## src/rtl/fifo_wlevel_mon.sv

```systemverilog
// ============================================================================
//  Module   : fifo_wlevel_mon
//  Brief    : Write-domain occupancy monitor for an async FIFO: read-pointer
//             synchronizer, registered fill level, almost-full, overflow and
//             pointer-corruption flags.
//  Revision : 1.0
// ============================================================================
`default_nettype none

module fifo_wlevel_mon #(
    parameter int N         = 4,
    parameter int AF_THRESH = 6,
    parameter int DROP_W    = 8
) (
    input  logic              wclk,
    input  logic              wrst_n,
    input  logic [N-1:0]      rptr,
    input  logic [N-1:0]      wptr,
    input  logic              winc,
    input  logic              wfull,
    input  logic              wovf_clr,
    output logic [N-1:0]      wq2_rptr,
    output logic [N-1:0]      wlevel,
    output logic              walmost_full,
    output logic              wovf,
    output logic [DROP_W-1:0] wdrop_cnt,
    output logic              wptr_err
);

    localparam int                DEPTH      = 1 << (N - 1);
    localparam logic [N-1:0]      c_DEPTH    = N'(DEPTH);
    localparam logic [N-1:0]      c_AF       = N'(AF_THRESH);
    localparam logic [DROP_W-1:0] c_DROP_MAX = '1;
    localparam logic [DROP_W-1:0] c_DROP_ONE = DROP_W'(1);

    logic [N-1:0]      r_sync1;
    logic [N-1:0]      r_wq2_rptr;
    logic [N-1:0]      r_wlevel;
    logic              r_walmost_full;
    logic              r_wovf;
    logic [DROP_W-1:0] r_wdrop_cnt;
    logic              r_wptr_err;

    logic [N-1:0]      w_rbin;
    logic [N-1:0]      w_wbin;
    logic [N-1:0]      w_lvl_next;
    logic              w_drop;
    logic              w_err;

    function automatic logic [N-1:0] gray2bin(input logic [N-1:0] g);
        logic [N-1:0] b;
        b[N-1] = g[N-1];
        for (int i = N - 2; i >= 0; i--) begin
            b[i] = b[i+1] ^ g[i];
        end
        return b;
    endfunction

    // Modular n-bit subtraction: the extra wrap bit keeps the difference
    // correct when either pointer has wrapped around the address space.
    always_comb begin
        w_rbin     = gray2bin(r_wq2_rptr);
        w_wbin     = gray2bin(wptr);
        w_lvl_next = w_wbin - w_rbin;
        w_drop     = winc & wfull;
        w_err      = (w_lvl_next > c_DEPTH);
    end

    always_ff @(posedge wclk or negedge wrst_n) begin
        if (!wrst_n) begin
            r_sync1        <= '0;
            r_wq2_rptr     <= '0;
            r_wlevel       <= '0;
            r_walmost_full <= 1'b0;
            r_wovf         <= 1'b0;
            r_wdrop_cnt    <= '0;
            r_wptr_err     <= 1'b0;
        end else begin
            r_sync1        <= rptr;
            r_wq2_rptr     <= r_sync1;
            r_wlevel       <= w_lvl_next;
            r_walmost_full <= (w_lvl_next >= c_AF);

            // Set conditions take priority over the clear in the same cycle.
            if (w_drop) begin
                r_wovf <= 1'b1;
            end else if (wovf_clr) begin
                r_wovf <= 1'b0;
            end

            if (wovf_clr) begin
                r_wdrop_cnt <= w_drop ? c_DROP_ONE : '0;
            end else if (w_drop && (r_wdrop_cnt != c_DROP_MAX)) begin
                r_wdrop_cnt <= r_wdrop_cnt + c_DROP_ONE;
            end

            if (w_err) begin
                r_wptr_err <= 1'b1;
            end else if (wovf_clr) begin
                r_wptr_err <= 1'b0;
            end
        end
    end

    assign wq2_rptr     = r_wq2_rptr;
    assign wlevel       = r_wlevel;
    assign walmost_full = r_walmost_full;
    assign wovf         = r_wovf;
    assign wdrop_cnt    = r_wdrop_cnt;
    assign wptr_err     = r_wptr_err;

endmodule

`default_nettype wire
```

## config.mk

```make
export PLATFORM = sky130hd
export DESIGN_NAME = fifo_wlevel_mon
export DESIGN_NICKNAME = d
export VERILOG_FILES = /design/src/rtl/fifo_wlevel_mon.sv
export SDC_FILE = /design/constraint.sdc
export NUM_CORES = 1
export LEC_CHECK = 0
export ABC_AREA = 1
export CORE_MARGIN = 5
export CORE_UTILIZATION = 46
export CTS_BUF_LIST = sky130_fd_sc_hd__clkbuf_4
export CTS_CLUSTER_SIZE = 25
export DETAILED_ROUTE_END_ITERATION = 7
export PLACE_DENSITY = 0.77
export SLEW_MARGIN = 20
export SYNTH_ARGS = -nofsm -noshare
export SYNTH_HDL_FRONTEND = slang
export SYNTH_SLANG_ARGS = --single-unit
```

## constraint.sdc

```tcl
create_clock -name wclk -period 2.15 [get_ports wclk]
set_input_delay 0.3225 -clock wclk [delete_from_list [all_inputs] [get_ports wclk]]
set_output_delay 0.3225 -clock wclk [all_outputs]
set_load 0.01 [all_outputs]
```

==> results.tsv <==
metric	value	unit
outcome	complete, no violations	
crit path DAT	2.18	ns
top cell type's share of synthesized area	0.5022	
Syn Std Cell Area	1146	um^2
pin count of the biggest net entering global routing	24	
Yosys Warn Count	0	
Yosys reg bits	23	
Seq/Total Area, Yosys	0.5022	
Commonest cells post-synth	nand2_1 (38), dfrtp_1 (23), inv_1 (23)	
final worst path period share	0.9218	
slowest stage delay, CP	0.50	ns
# setup viols final	0	
first-pass GRT wire length	4.057	mm
CTS max path bufs	2	
clock skew	0.005892	ns
Die Wd	59.92	um
worst-margin pin slew	0.2787	ns
pre-CTS setup slack	-0.1725	ns
Worst R2R Path Depth	12	
final hold vios	0	
share of power burned in registers	0.500	
Core Area	2432	um^2
Final nets	197	
Internal	0.7120	mW
Placer Congestion	0.8325	
type of the worst setup path	in2reg	
Post-CTS Setup Repair Bufs	0	
worst skew pair latency	0.30	ns
critical path fanouts, max	3	
Worst slew margin	0.8128	
Syn Inst Count	140	
Initial DRC Count	35	
Die H	59.92	um
RSZ-0062 raised after global routing	no	
Hold/Removal Path Class	in2async	
Detailed Place HPWL	1.917	mm
Pleak	0.7874	nW
Critical Path End Type	flip-flop	
setup slack after layout	0.1681	ns
Max-Cap Viols	0	
Clock Tree Root	clkbuf_4	
layout cells sized above 1	0.1173	
Pwr Density	635.2	nW/um^2
# port buffers	31	
Layout Cells excl Fill	209	
clock sink count	23	
placed insts	205	
Clock power frac	0.207	
1st-pass router iterations	4	
H-tree Lvls	1	
Ant. Diodes	0	
Starting Density	0.4712	
CTS Buf Count	3	
grt total ovfl	0	
Vias per Instance	4.813	
slowest CP cell	clkdlybuf4s50_1	
post-route ant nets	0	
number of global-route vias before repair	985	
min cycle time layout	1.982	ns
Layout area overhead	36.03	%
GRT Util Overall	0.1473	
initial antenna violation count	0	
maximum clock rate	504.6	MHz
TritonCTS clock tree	yes	
fraction of registers with async set/reset	1.000	
DIE AREA	3590	um^2
I/O Pins	32	
combinational share of power	0.293	
switch share	0.2809	
top_reg_cell synth	dfrtp_1	
final core occ	0.6409	
Setup crit start kind	primary input	
top-count cell post-synth	nand2_1	
Reg clk slew, reported paths	0.12	ns
WP data required	2.35	ns
sw power	0.2782	mW
syn avg cell area	8.186	um^2
Crit. path cell count	13	
drt wl/cell	11.11	um
most used cell, CP	nand3_1	
peak supply drop	422.5	uV
synth unique cells	21	
final routed DRC violation total	0	
largest area contributor in the netlist	dfrtp_1	
WL final	2.323	mm
Synth Net Count	157	
Worst Path Buf+Inv	3	
critical path, cell by cell	clkdlybuf4s50_1 -> inv_1 -> nand2_1 -> nand3_1 -> nand2_2 -> xnor2_1 -> ha_2 -> inv_1 -> ha_1 -> nor2_1 -> nand3_1 -> nand3_1 -> nand2_1	
CP top delay family	buffers and inverters	
Vias	1006	
Slew Limit Fails	0	
dominant cells by area after synthesis	dfrtp_1 (50%), nand2_1 (12%), inv_1 (7.5%)	
Post-synth EDFFs	0	
# rows	18	
==> worst register-to-register path: stages (launching register included) <==
cell	delay, ns
dfrtp_1	0.45
inv_1	0.09
nand2_1	0.07
nand3_1	0.08
nand2_2	0.10
xnor2_1	0.17
ha_2	0.21
inv_1	0.05
ha_1	0.28
nor2_1	0.11
nand3_1	0.08
nand3_1	0.09
nand2_1	0.05
==> final timing paths <==
path                                       start                    end  slack [ns]
min                                       wrst_n    wlevel[0]$_DFF_PN0_        0.36
max in group asynchronous                 wrst_n   r_sync1[0]$_DFF_PN0_        1.57
min in group wclk           r_sync1[3]$_DFF_PN0_  wq2_rptr[3]$_DFF_PN0_        0.36
max reg2reg                wq2_rptr[3]$_DFF_PN0_   wptr_err$_DFFE_PN0P_        0.24
max                                      wptr[2]   wptr_err$_DFFE_PN0P_        0.17
min reg2reg                 r_sync1[3]$_DFF_PN0_  wq2_rptr[3]$_DFF_PN0_        0.36
==> stage by stage <==
step	instance area, um^2	setup TNS (ns)	total power, mW	hold WS [ns]
after floorplan	1146	0	0.6381	0.02691
after global placement	1524	-0.07773	0.7845	0.3322
after detailed placement	1524	-0.3648	0.7964	0.3362
after CTS	1554	0	1.004	0.3660
after global routing	1559	0	1.057	0.3718
final	1559	0	0.9902	0.3598
==> power groups by stage <==
stage                     registers (mW)  clock network, mW  logic, mW
after floorplan                    0.525                  0      0.113
after CTS                          0.496              0.216      0.292
after global placement             0.503                  0      0.281
after detailed placement           0.505                  0      0.292
after global routing               0.501              0.231      0.324
final                              0.495              0.205      0.290
==> flip-flops by register name, indices dropped and copies added (netlist names) <==
register,cells
wlevel,4
walmost_full,1
wq2_rptr,4
r_sync1,4
wptr_err,1
wdrop_cnt,8
wovf,1
==> final cells by class <==
cell class,count,area [um^2]
clock buffer,4,30.03
timing repair buffer,35,342.8
fill,218,873.3
tap,30,37.54
multi-input combinational,90,471.7
sequential,23,575.6
inverter,27,101.3
==> logic make-up after synthesis <==
logic type,after synthesis,synth area share
AOI/OAI and AO/OA,9,0.04367
xor gates and xnor gates,4,0.03057
adders and majority gates,4,0.04367
buffers and inverters,27,0.08842
DFF,23,0.5022
and+or+nand+nor,73,0.2915
==> cell usage in the layout, fill, tap and decap left out <==
cell type	n
a21oi_1	3
and2_1	1
buf_4	4
clkbuf_4	4
clkdlybuf4s50_1	30
clkinv_1	1
dfrtp_1	23
dlymetal6s2s_1	1
ha_1	3
ha_2	1
inv_1	23
inv_2	3
nand2_1	38
nand2_2	5
nand3_1	16
nand3_2	2
nand4_1	1
nor2_1	7
nor2_2	1
nor3_1	1
nor3_2	1
o211ai_1	1
o21a_1	1
o21ai_0	4
xnor2_1	2
xor2_1	2
==> routing by layer <==
metal	track usage	share of wire	up-vias
li1	-	-	511
met5	0	0	-
met3	0.02160	0.045	2
met4	0.04430	0.0043	0
met1	0.1739	0.43	469
met2	0.2716	0.52	24
==> repair_timing <==
action                     in CTS  in global routing
gates resized for setup         0                  2
setup endpoints to repair       0                  1
hold buffers                    0                  0
Note: power is estimated with default switching activity, not from simulation.
